$ cat src/rtl/serial_subtractor.sv
// Bit-serial ripple-borrow subtractor: diff = x - y - bin, one bit per clock, LSB first.
// Operands are accepted through start/in_ready; results load with a one-cycle done pulse and then hold.
module serial_subtractor #(
  parameter int Data_width = 4,
  parameter int Cnt_width  = 3
) (
  input  logic                  clk,
  input  logic                  rst_n,
  input  logic                  start,
  input  logic [Data_width-1:0] x,
  input  logic [Data_width-1:0] y,
  input  logic                  bin,
  output logic                  in_ready,
  output logic [Data_width-1:0] diff,
  output logic                  bout,
  output logic                  done
);

  typedef enum logic [1:0] {IDLE, RUN, DONE} state_t;

  localparam logic [Cnt_width-1:0] LastBit = Cnt_width'(Data_width - 1);

  state_t                state_q, state_d;
  logic [Data_width-1:0] x_q, x_d;
  logic [Data_width-1:0] y_q, y_d;
  logic [Data_width-1:0] res_q, res_d;
  logic [Data_width-1:0] diff_q, diff_d;
  logic                  b_q, b_d;
  logic                  bout_q, bout_d;
  logic [Cnt_width-1:0]  cnt_q, cnt_d;

  // Current bit slice: operands shift right, so bit i always sits at position 0.
  logic x_bit, y_bit, d_bit, b_next, accept;

  assign x_bit  = x_q[0];
  assign y_bit  = y_q[0];
  assign d_bit  = x_bit ^ y_bit ^ b_q;
  assign b_next = (~x_bit & y_bit) | (~(x_bit ^ y_bit) & b_q);

  assign in_ready = (state_q != RUN);
  assign accept   = start & in_ready;
  assign done     = (state_q == DONE);
  assign diff     = diff_q;
  assign bout     = bout_q;

  always_comb begin
    // NOTE: every next-state signal gets its hold value first, so no path can infer a latch.
    state_d = state_q;
    x_d     = x_q;
    y_d     = y_q;
    res_d   = res_q;
    diff_d  = diff_q;
    b_d     = b_q;
    bout_d  = bout_q;
    cnt_d   = cnt_q;

    unique case (state_q)
      IDLE, DONE: begin
        state_d = IDLE;
        if (accept) begin
          x_d     = x;
          y_d     = y;
          b_d     = bin;
          res_d   = '0;
          cnt_d   = '0;
          state_d = RUN;
        end
      end
      RUN: begin
        x_d   = x_q >> 1;
        y_d   = y_q >> 1;
        b_d   = b_next;
        res_d = {d_bit, res_q[Data_width-1:1]};
        cnt_d = cnt_q + Cnt_width'(1);
        if (cnt_q == LastBit) begin
          // Publish the completed word (including this final bit) on the edge entering DONE.
          diff_d  = {d_bit, res_q[Data_width-1:1]};
          bout_d  = b_next;
          state_d = DONE;
        end
      end
      default: state_d = IDLE;
    endcase
  end

  always_ff @(posedge clk) begin
    // NOTE: non-blocking assignments keep every register sampling pre-edge values.
    if (!rst_n) begin
      state_q <= IDLE;
      x_q     <= '0;
      y_q     <= '0;
      res_q   <= '0;
      diff_q  <= '0;
      b_q     <= 1'b0;
      bout_q  <= 1'b0;
      cnt_q   <= '0;
    end else begin
      state_q <= state_d;
      x_q     <= x_d;
      y_q     <= y_d;
      res_q   <= res_d;
      diff_q  <= diff_d;
      b_q     <= b_d;
      bout_q  <= bout_d;
      cnt_q   <= cnt_d;
    end
  end

endmodule

$ cat config.mk
export PLATFORM = sky130hd
export DESIGN_NAME = serial_subtractor
export DESIGN_NICKNAME = d
export VERILOG_FILES = /design/src/rtl/serial_subtractor.sv
export SDC_FILE = /design/constraint.sdc
export NUM_CORES = 1
export LEC_CHECK = 0
export BUFFER_PORTS_ARGS = -buffer_cell sky130_fd_sc_hd__buf_2
export CAP_MARGIN = 10
export CORE_MARGIN = 2
export CORE_UTILIZATION = 47
export DETAILED_ROUTE_END_ITERATION = 16
export PLACE_DENSITY_LB_ADDON = 0.1
export SYNTH_ARGS = -nofsm -noshare
export SYNTH_HDL_FRONTEND = slang
export SYNTH_SLANG_ARGS = --single-unit
$ cat constraint.sdc
create_clock -name clk -period 1.4 [get_ports clk]
set_clock_uncertainty 0.15 [all_clocks]
set_input_delay 0.21 -clock clk [delete_from_list [all_inputs] [get_ports clk]]
set_output_delay 0.21 -clock clk [all_outputs]
set_load 0.01 [all_outputs]
# After elaboration in Yosys (flattened, before gate mapping)
# Index checks and enable logic that the tools add are counted.
totals:
  regBits: 23
  in_bits: 12
  out_inout_bits: 7
  word_cells: 41
classes:
  addsub: 1
  eq_ne: 6
  muxes: 13
  n_bitwise: 8
  n_reduce_logical: 5
op_table:
  columns: ["operator", "count"]
  rows:
  - ["$pmux W4 S2", 3]
  - ["$mux W4", 3]
  - ["$pmux W3 S2", 1]
  - ["$ne A2 B2 Y1 const B", 2]
  - ["$pmux W2 S2", 1]
  - ["$reduce_and A2 Y1", 2]
  - ["$add A3 B1 Y3 const B", 1]
  - ["$and A1 B1 Y1", 3]
  - ["$eq A3 B2 Y1 const B", 1]
  - ["$mux W3", 1]
  - ["$eq A2 B1 Y1 const B", 1]
  - ["$eq A2 B2 Y1 const B", 1]
  - ["$logic_not A2 Y1", 1]
  - ["$mux W1", 2]
  - ["$mux W2", 1]
  - ["$ne A2 B1 Y1 const B", 1]
  - ["$not A1 Y1", 2]
  - ["$pmux W1 S2", 1]
  - ["$reduce_bool A2 Y1", 1]
  - ["$reduce_or A2 Y1", 1]
  - ["$xor A1 B1 Y1", 2]
  - ["$or A1 B1 Y1", 1]

# Depth between registers and ports, before layout
# Gate-level depths: netlist of run 1.
depth:
  depth_word: 5
  ltp_mapped: 6
  mapped_depth_nobuf: 5

# Worst setup path before layout of run 1
# No wires, ideal clock.
synth_path:
  path_type: "register -> register"
  from: "reg cnt_q[0]"
  to: "reg diff_q[3] (netlist: diff[3])"
  setup_ps: 70
  t_arrival_ps: 1133
  setup_slack_ps: 47
  stages_incl_launch_ff: 7
  period_less_slack_ps: 1353
  path_cell_list: "dfxtp_1 -> ha_1 -> ha_1 -> clkbuf_8 -> nand3b_1 -> nand2_1 -> a21oi_1"
synth_between:
  elab_chain_len: 2
synth_rtl:
  columns: ["element", "line_no", "text"]
  rows:
  - ["start, declared", "30", "logic [Cnt_width-1:0] cnt_q, cnt_d;"]
  - ["start signal, assigned", "105", "cnt_q <= cnt_d;"]
  - ["$eq A3 B2 Y1", "75", "if (cnt_q == LastBit) begin"]
  - ["$reduce_and A2 Y1 (no line)", null, null]
  - ["end signal, assigned", "102", "diff_q <= diff_d;"]
  - ["end, declared", "27", "logic [Data_width-1:0] diff_q, diff_d;"]
# Every way passes these cells.
# A chain may end at the register's enable or synchronous reset.

# Worst setup path in the final report of run 1
layout_path:
  from: "reg state_q[0]"
  to: "out in_ready"
layout_between:
  elab_chain_len: 1
layout_rtl:
  columns: ["element", "line_no", "text"]
  rows:
  - ["start, declared", "23", "state_t state_q, state_d;"]
  - ["start signal, assigned", "98", "state_q <= state_d;"]
  - ["$ne A2 B1 Y1", "40", "assign in_ready = (state_q != RUN);"]
  - ["end, declared", "13", "output logic in_ready,"]
# Every way passes these cells.

==> qor.txt, run 1 <==
Area grow syn2layout: 28.5%
Unrepaired setup endpoints after global routing: yes
Post-synth top area share: 45.7%
DP Wirelength: 1240 um
Initial antenna violation count: 0
Final worst slack: -0.0260 ns
Commonest cells post-synth: dfxtp_1 (22), nand2_1 (22), a21oi_1 (13), nand3_1 (13)
Final net count: 161
Number of fill cells in the layout: 190
Nature of the critical path endpoint: output port
GP Congestion: 0.726
Total track usage: 17.9%
CP max stage delay: 0.38 ns
Worst reg-to-reg setup slack: 0.07 ns
Vias in the first global route: 821
Yosys top cell by area: dfxtp_1
Hold Worst Slack: 0.00572 ns
Ys flop type: dfxtp_1
Layout cells sized above 1: 31.9%
Root buffer selected by CTS: clkbuf_4
1st-iter DRT viols: 9
Cell variety after synth: 24
Initial Util: 49.7%
Finished Core Util: 63.9%
CP Data Required Time: 1.04 ns
Crit path max-delay cell type: dfxtp_4
Crit path time final: 1.43 ns
Overflow left after global routing: 0
Largest fanout on the critical path: 5
Largest net degree at the start of global routing: 13
I/O pin total: 19
Max Clk Rate: 0.701 GHz
Slew headroom: 85.3%
Post-route cell area: 1240 um2
Endpoints failing setup: 1
Avg Inst Size Synth: 8.69 um2
Total Wirelength: 2020 um
Synthesized net count: 126
Residual DRC: 0
Slew Limit Fails: 0
Clock sink total: 22
DIE AREA: 2430 um2
CTS tree: done
Worst Setup Path Type: flop to output port
DIE WIDTH: 49.3 um
First-pass DRT Iterations: 4
Clk_lat worst skew: 0.30 ns
Fin crit share: 102%
Port bufs: 18
Clk slew on worst S/H paths: 0.11 ns
Clock tree buffer depth: 2
Number of enable flip-flop cells after synthesis: 0
# rows: 16
Setup TNS: -0.0260 ns
Ys Warns: 0
CP arrival: 1.07 ns
Status: finished, violations left
Post-DR vias/cell: 4.94
Synth async-reset ratio: 0%
Average wire per standard cell: 11.8 um
Num CTS Buffers: 3
Failing checks: setup timing
Hold Vio Cnt, Final: 0
CORE AREA: 1940 um2
Leak: 0.505 nW
First-pass GRT wire length: 3370 um
Tightest Hold Check Type: input pin to flop
Max_cap viols: 0
H-tree level count: 1
Max rail drop VDD: 0.000796 V
Mapped cell area: 965 um2
Crit start category: flop
FF+latch count, synth: 22
Antenna cells: 0
Cell Chain, Critical Path: nor2b_4 > inv_6 > buf_6
Placed cell area: 1080 um2
Sequential-to-total area share from yosys stat: 45.7%
Gate Count Post-Synth: 111
Final ANT Viol Nets: 0
Worst slew pin tran: 0.221 ns
Main area contributors after synthesis: dfxtp_1 (46%), nand2_1 (8.6%), a21oi_1 (6.7%)
PwrDens: 942 nW/um2
DR vias: 845
Die Y: 49.3 um
metal layers:
metal	vias up	GRT usage (%)	part of all wire (%)
met1	381	20.0	47
met3	2	6.13	3.8
met4	0	5.71	0.64
met5	-	0	0
li1	448	-	-
met2	14	31.5	48
what timing repair did:
item / 4_1_cts / 5_1_grt
cloned: 1 / 0
buffers inserted: 3 / 2
endpoints found under the setup margin: 2 / 11
pin swaps: 0 / 1
hold buffers: 7 / 0
endpoints found under the hold margin: 7 / 0
resized for setup: 6 / 7
where the power goes:
group	internal [W]	switching [W]	total [W]
combinational	0.000107	0.000106	0.000212
sequential	0.000659	0.0000186	0.000678
clock	0.000100	0.000178	0.000278
total	0.000866	0.000302	0.00117
flip-flops by register name, summed over array words and instances, names as in the netlist:
register and flops:
diff 4, cnt_q 3, b_q 1, state_q 2, bout 1, res_q 3
x_q 4, y_q 4
worst max-delay path: cells and delay by family (launching register included):
family,cells,cell delay (ns)
flops,1,0.38
simple gates,1,0.22
buf+inv,2,0.15
path summary, 6_finish.rpt:
path                   end        from  depth (start not counted)
hold reg to reg    diff[1]     diff[1]                          2
setup reg to reg  cnt_q[0]  state_q[0]                          4
hold / removal      y_q[0]        y[0]                          3
setup / recovery  in_ready  state_q[0]                          3
stage by stage:
stage / instances / total power (W) / worst slack (ns)
3_3_place_gp: 156 / 0.000854 / 0.0595
3_5_place_dp: 156 / 0.000857 / 0.0500
6_report: 171 / 0.00117 / -0.0260
5_1_grt: 171 / 0.00123 / -0.0791
4_1_cts: 169 / 0.00117 / -0.0363
2_1_floorplan: 111 / 0.000816 / 0.0475
placed cells by master, fill, tap and decap left out, types with 3 or more instances in the layout:
master	netlist	final
a21oi_1	13	13
a31oi_1	6	6
buf_2	2	16
buf_4	2	10
buf_6	3	4
clkbuf_4	0	3
dfxtp_1	22	18
dfxtp_2	0	3
dlygate4sd3_1	0	7
inv_1	4	4
nand2_1	22	22
nand3_1	13	13
o21ai_0	6	6
final cells by class:
type | instances | area (um2) | area share [%]
Timing Repair inverter | 1 | 3.75 | 0.303
Timing Repair Buffer | 37 | 270 | 21.8
Tap cell | 27 | 33.8 | 2.72
Clock buffer | 3 | 22.5 | 1.82
Multi-Input combinational cell | 76 | 438 | 35.3
Sequential cell | 22 | 448 | 36.1
Inverter | 5 | 23.8 | 1.92
kinds of logic after synthesis:
| family | Yosys count | synth area share (%) |
|---|---|---|
| flops | 22 | 45.7 |
| fa+ha+maj | 3 | 4.67 |
| buf+inv | 13 | 9.47 |
| compound gates | 29 | 17.9 |
| simple gates | 44 | 22.3 |
No activity file was read; power rests on OpenSTA's default activity.
==> run 2: changes to the inputs <==
--- a/config.mk
+++ b/config.mk
@@ -8,9 +8,11 @@
 export BUFFER_PORTS_ARGS = -buffer_cell sky130_fd_sc_hd__buf_2
 export CAP_MARGIN = 10
 export CORE_MARGIN = 2
-export CORE_UTILIZATION = 47
+export CORE_UTILIZATION = 40
 export DETAILED_ROUTE_END_ITERATION = 16
 export PLACE_DENSITY_LB_ADDON = 0.1
+export RECOVER_POWER = 25
+export REMOVE_ABC_BUFFERS = 1
 export SYNTH_ARGS = -nofsm -noshare
 export SYNTH_HDL_FRONTEND = slang
 export SYNTH_SLANG_ARGS = --single-unit
==> run 2 against run 1 <==
Against the previous run: critical path type unchanged; the flow still finishes with violations (setup timing); register-to-register slack lost 0.03 ns; largest power group unchanged; core utilization fell by 7.5 points; clock power grew 76%; sequential power is essentially flat.
==> qor.txt, run 2 (synthesized netlist as in run 1, its figures left out) <==
Finished Layout Cells: 170 (was 171)
Critical Path End: done (was in_ready)
Initial Util: 42.8% (was 49.7%)
Most frequent cells in the layout: nand2_1 (22), dfxtp_1 (16), nand3_1 (12), a21oi_1 (11), buf_2 (11) (was nand2_1 (22), dfxtp_1 (18), buf_2 (16), nand3_1 (13), a21oi_1 (13))
I/O pin total: 19 (unchanged)
Largest net degree at the start of global routing: 17 (was 13)
1st-iter DRT viols: 18 (was 9)
Reg-to-Reg End: diff[3] (was cnt_q[0])
Num CTS Buffers: 3 (unchanged)
Dpl ws: 0.0191 ns (was 0.0500 ns)
Crit Reg-Reg Startpoint: b_q (was state_q[0])
Cell Chain, Critical Path: buf_6 > and2b_2 > buf_6 (was nor2b_4 > inv_6 > buf_6)
Hold Worst Slack: 0.00440 ns (was 0.00572 ns)
Unrepaired setup endpoints after global routing: yes (unchanged)
Max Clk Rate: 0.700 GHz (was 0.701 GHz)
Failing checks: setup timing (unchanged)
Cell count after placement: 154 (was 156)
Antenna cells: 0 (unchanged)
Hold Vio Cnt, Final: 0 (unchanged)
Crit start category: flop (unchanged)
CP max stage delay: 0.36 ns (was 0.38 ns)
Port bufs: 18 (unchanged)
Slew Limit Fails: 0 (unchanged)
Max rail drop VDD: 0.000765 V (was 0.000796 V)
Worst Setup Path Type: flop to output port (unchanged)
DR vias: 881 (was 845)
Final ANT Viol Nets: 0 (unchanged)
Critical Path Most Common Cell: buf_6
Worst reg-to-reg setup slack: 0.04 ns (was 0.07 ns)
Final net count: 158 (was 161)
Overflow left after global routing: 0 (unchanged)
Root buffer selected by CTS: clkbuf_4 (unchanged)
Clk_lat worst skew: 0.31 ns (was 0.30 ns)
First-pass DRT Iterations: 4 (unchanged)
Largest fanout on the critical path: 2 (was 5)
Worst slew pin tran: 0.225 ns (was 0.221 ns)
PwrDens: 1100 nW/um2 (was 942 nW/um2)
Crit. Startpoint: state_q[0] (unchanged)
First-pass GRT wire length: 3480 um (was 3370 um)
CORE AREA: 2250 um2 (was 1940 um2)
Crit path max-delay cell type: dfxtp_2 (was dfxtp_4)
Slew headroom: 84.9% (was 85.3%)
DIE WIDTH: 53.1 um (was 49.3 um)
CP Data Required Time: 1.04 ns (about the same)
Final worst slack: -0.0295 ns (was -0.0260 ns)
Pwr Total: 0.00139 W (was 0.00117 W)
Area grow syn2layout: 31.6% (was 28.5%)
Clock sink total: 22 (unchanged)
Die Y: 53.1 um (was 49.3 um)
Most common cell after layout, fill and taps aside: nand2_1 (unchanged)
Layout cells sized above 1: 31.7% (was 31.9%)
Total track usage: 16.9% (was 17.9%)
Max_cap viols: 0 (unchanged)
Vias in the first global route: 809 (was 821)
Crit path time final: 1.43 ns (about the same)
Clock tree buffer depth: 2 (unchanged)
Worst hold path stage count: 3 (unchanged)
DP Wirelength: 1330 um (was 1240 um)
FF-to-FF path depth: 4 (unchanged)
Initial antenna violation count: 0 (unchanged)
GP Congestion: 0.735 (was 0.726)
Average wire per standard cell: 13.1 um (was 11.8 um)
Total Wirelength: 2230 um (was 2020 um)
Fin crit share: 102% (about the same)
CTS tree: done (unchanged)
Nature of the critical path endpoint: output port (unchanged)
Post-DR vias/cell: 5.18 (was 4.94)
Residual DRC: 0 (unchanged)
# rows: 17 (was 16)
Status: finished, violations left (unchanged)
Tightest Hold Check Type: input pin to flop (unchanged)
Endpoints failing setup: 2 (was 1)
CP arrival: 1.07 ns (about the same)
Finished Core Util: 56.3% (was 63.9%)
DIE AREA: 2820 um2 (was 2430 um2)
Leak: 0.487 nW (was 0.505 nW)
Clk slew on worst S/H paths: 0.13 ns (was 0.11 ns)
H-tree level count: 1 (unchanged)
-- run 2: cell count changes in the layout (fill, tap and decap cells not counted), moves of 2 or more --
| cell | before | now |
|---|---|---|
| a21oi_1 | 13 | 11 |
| a21oi_2 | 1 | 3 |
| buf_2 | 16 | 11 |
| buf_4 | 10 | 5 |
| clkbuf_1 | 0 | 5 |
| dfxtp_1 | 18 | 16 |
| dfxtp_2 | 3 | 6 |
-- run 2: repair_timing --
action,in CTS,in global routing
endpoints found under the hold margin,6,0
endpoints found under the setup margin,3,14
hold buffers,6,0
pin swaps,0,11
setup buffers,3,1
cloned,1,1
gates resized for setup,8,12
-- run 2: cell type report --
cell class,count,area [um2]
fill,226,985
clock inverter,1,30.0
clock buffer,3,22.5
timing repair inverter,1,3.75
multi-input combinational,77,459
tap,28,35.0
timing repair buffer,33,248
inverter,5,23.8
sequential,22,448
-- run 2: worst min-delay path by stage --
stage,start,end,slack [ns]
final,x[0],x_q[0],0.004
after global routing,x[0],x_q[0],0.003
after CTS,x[0],x_q[0],0.007
after detailed placement,diff[2],diff[2],0.30
after global placement,diff[2],diff[2],0.29
after floorplan,x[3],x_q[3],0.20
-- run 2: where the power goes --
group | internal (W) | switching (W) | leakage (nW)
Sequential | 0.000660 | 0.0000184 | 0.182
Clock | 0.000289 | 0.000199 | 0.0279
Combinational | 0.000110 | 0.000114 | 0.278
-- run 2: per-layer routing --
layer,global-route usage (%),wire [um]
met1,19.7,993
met2,30.0,1110
met3,5.37,108
met4,3.42,12
met5,0,0
-- run 2: through the flow --
stage / cell area [um2] / setup TNS, ns
after floorplan: 892 / 0
after global placement: 1070 / 0
after detailed placement: 1070 / 0
after CTS: 1230 / -0.0686
after global routing: 1270 / -0.193
final: 1270 / -0.0465
-- run 2: critical path: cells and delay by family (launching register included) --
kind	cells	cell delay, ns
flops	1	0.36
simple gates	1	0.21
buf+inv	2	0.20
==> run 3: changes to the inputs <==
--- a/config.mk
+++ b/config.mk
@@ -13,6 +13,7 @@
 export PLACE_DENSITY_LB_ADDON = 0.1
 export RECOVER_POWER = 25
 export REMOVE_ABC_BUFFERS = 1
+export SKIP_CTS_REPAIR_TIMING = 1
 export SYNTH_ARGS = -nofsm -noshare
 export SYNTH_HDL_FRONTEND = slang
 export SYNTH_SLANG_ARGS = --single-unit
==> run 3 against run 2 <==
Against the previous run: the run ends with hold timing, setup timing left; die area stayed put; combinational power up 6%; via count up 1.2%; critical path depth is the same; fmax decreased by 0.92%; setup slack got worse by 0.013 ns; design area increased by 1.8%; core utilization up 1.0 points; global-route usage fell by 1.6 points; critical path type unchanged; critical endpoint is now in_ready; largest power group unchanged; highest routed layer is now met3.
==> qor.txt, run 3 (synthesized netlist as in run 1, its figures left out) <==
Largest fanout on the critical path: 7 (was 2)
Placed cell area: 1070 um2 (unchanged)
Clk_lat worst skew: 0.31 ns (about the same)
Layout cells sized above 1: 32.2% (was 31.7%)
Final worst slack: -0.0428 ns (was -0.0295 ns)
Final ANT Viol Nets: 0 (unchanged)
Crit start category: flop (unchanged)
Residual DRC: 0 (unchanged)
Port bufs: 18 (unchanged)
Overflow left after global routing: 0 (unchanged)
PwrDens: 1090 nW/um2 (was 1100 nW/um2)
CTS tree: done (unchanged)
Fin crit share: 103% (was 102%)
GP Congestion: 0.735 (unchanged)
Cell count after placement: 154 (unchanged)
CP arrival: 1.08 ns (was 1.07 ns)
Worst Setup Path Type: flop to output port (unchanged)
# rows: 17 (unchanged)
DIE AREA: 2820 um2 (unchanged)
Finished Layout Cells: 174 (was 170)
I/O pin total: 19 (unchanged)
Average wire per standard cell: 13.2 um (was 13.1 um)
Worst hold path stage count: 3 (unchanged)
Hold Vio Cnt, Final: 1 (was 0)
First-pass GRT wire length: 3160 um (was 3480 um)
Post-DR vias/cell: 5.13 (was 5.18)
Largest net degree at the start of global routing: 25 (was 17)
Status: finished, violations left (unchanged)
Unrepaired setup endpoints after global routing: yes (unchanged)
Max_cap viols: 0 (unchanged)
FF-to-FF path depth: 5 (was 4)
Initial antenna violation count: 0 (unchanged)
Final net count: 162 (was 158)
Crit Reg-Reg Startpoint: cnt_q[1] (was b_q)
Total Wirelength: 2290 um (was 2230 um)
Reg-to-Reg End: bout (was diff[3])
Nature of the critical path endpoint: output port (unchanged)
Slew headroom: 86.4% (was 84.9%)
Die Y: 53.1 um (unchanged)
Root buffer selected by CTS: clkbuf_4 (unchanged)
Crit path time final: 1.44 ns (was 1.43 ns)
Crit. Startpoint: state_q[0] (unchanged)
Number of fill cells in the layout: 224 (was 226)
Worst reg-to-reg setup slack: 0.06 ns (was 0.04 ns)
Antenna cells: 0 (unchanged)
Failing checks: hold timing, setup timing (was setup timing)
Hold Worst Slack: -0.00818 ns (was 0.00440 ns)
Max Clk Rate: 0.693 GHz (was 0.700 GHz)
Area of the multi-input gates: 454 um2 (was 459 um2)
Hold_sp: y[2] (was x[0])
Clk slew on worst S/H paths: 0.13 ns (about the same)
Initial Util: 42.8% (unchanged)
Clock tree buffer depth: 2 (unchanged)
Endpoints failing setup: 2 (unchanged)
1st-iter DRT viols: 16 (was 18)
Most frequent cells in the layout: nand2_1 (22), dfxtp_1 (17), nand3_1 (13), a21oi_1 (11), buf_2 (11) (was nand2_1 (22), dfxtp_1 (16), nand3_1 (12), a21oi_1 (11), buf_2 (11))
First-pass DRT Iterations: 4 (unchanged)
Clock sink total: 22 (unchanged)
H-tree level count: 1 (unchanged)
Num CTS Buffers: 3 (unchanged)
Worst slew pin tran: 0.204 ns (was 0.225 ns)
DIE WIDTH: 53.1 um (unchanged)
Setup TNS: -0.0805 ns (was -0.0465 ns)
Slew Limit Fails: 0 (unchanged)
CP Data Required Time: 1.04 ns (about the same)
Total track usage: 15.3% (was 16.9%)
Leak: 0.505 nW (was 0.487 nW)
DR vias: 892 (was 881)
DP Wirelength: 1330 um (unchanged)
Area grow syn2layout: 34.0% (was 31.6%)
CORE AREA: 2250 um2 (unchanged)
Post-route cell area: 1290 um2 (was 1270 um2)
Tightest Hold Check Type: input pin to flop (unchanged)
End of the worst hold path: y_q[2] (was x_q[0])
Most common cell after layout, fill and taps aside: nand2_1 (unchanged)
Seq. cell area: 447 um2 (was 448 um2)
Max rail drop VDD: 0.000779 V (was 0.000765 V)
Vias in the first global route: 740 (was 809)
## run 3: stage by stage
| stage | total power (W) | hold slack, ns | util, % | setup WS, ns |
|---|---|---|---|---|
| after floorplan | 0.000790 | 0.196 | - | 0.0544 |
| after global placement | 0.000856 | 0.293 | 47.3 | 0.0732 |
| after detailed placement | 0.000859 | 0.299 | 47.3 | 0.0191 |
| after CTS | 0.00134 | -0.0361 | 49.7 | -0.247 |
| after global routing | 0.00146 | 0.00890 | 57.3 | -0.103 |
| final | 0.00141 | -0.00818 | 57.3 | -0.0428 |
## run 3: critical path: stages (launching register included)
cell and delay [ns]:
dfxtp_2 0.35, nor2b_4 0.19, clkinv_4 0.10, buf_6 0.13
## run 3: power by group
| group | total (W) | internal [W] | switching, W |
|---|---|---|---|
| sequential | 0.000677 | 0.000659 | 0.0000180 |
| clock | 0.000491 | 0.000289 | 0.000201 |
| combinational | 0.000238 | 0.000121 | 0.000117 |
| total | 0.00141 | 0.00107 | 0.000336 |
## run 3: per-layer routing
metal	vias up	wire (um)	track usage [%]
li1	448	-	-
met1	420	1010	18.6
met2	24	1150	26.0
met3	0	128	5.37
met4	0	0	2.56
met5	-	0	0
## run 3: worst max path at each step
stage | to | slack [ns] | depth (start not counted)
4_1_cts | in_ready | -0.25 | 3
3_3_place_gp | state_q[0] | 0.07 | 5
3_5_place_dp | bout | 0.02 | 5
5_1_grt | done | -0.10 | 3
2_1_floorplan | diff[0] | 0.05 | 5
6_report | in_ready | -0.04 | 3
## run 3: layout make-up
cell class,instances,share of cell area [%]
Multi-Input combinational cell,77,35.1
Tap cell,28,2.71
Timing Repair inverter,1,0.387
Clock inverter,1,2.32
Clock buffer,3,1.74
Inverter,5,1.84
Timing Repair Buffer,37,21.3
Sequential cell,22,34.6
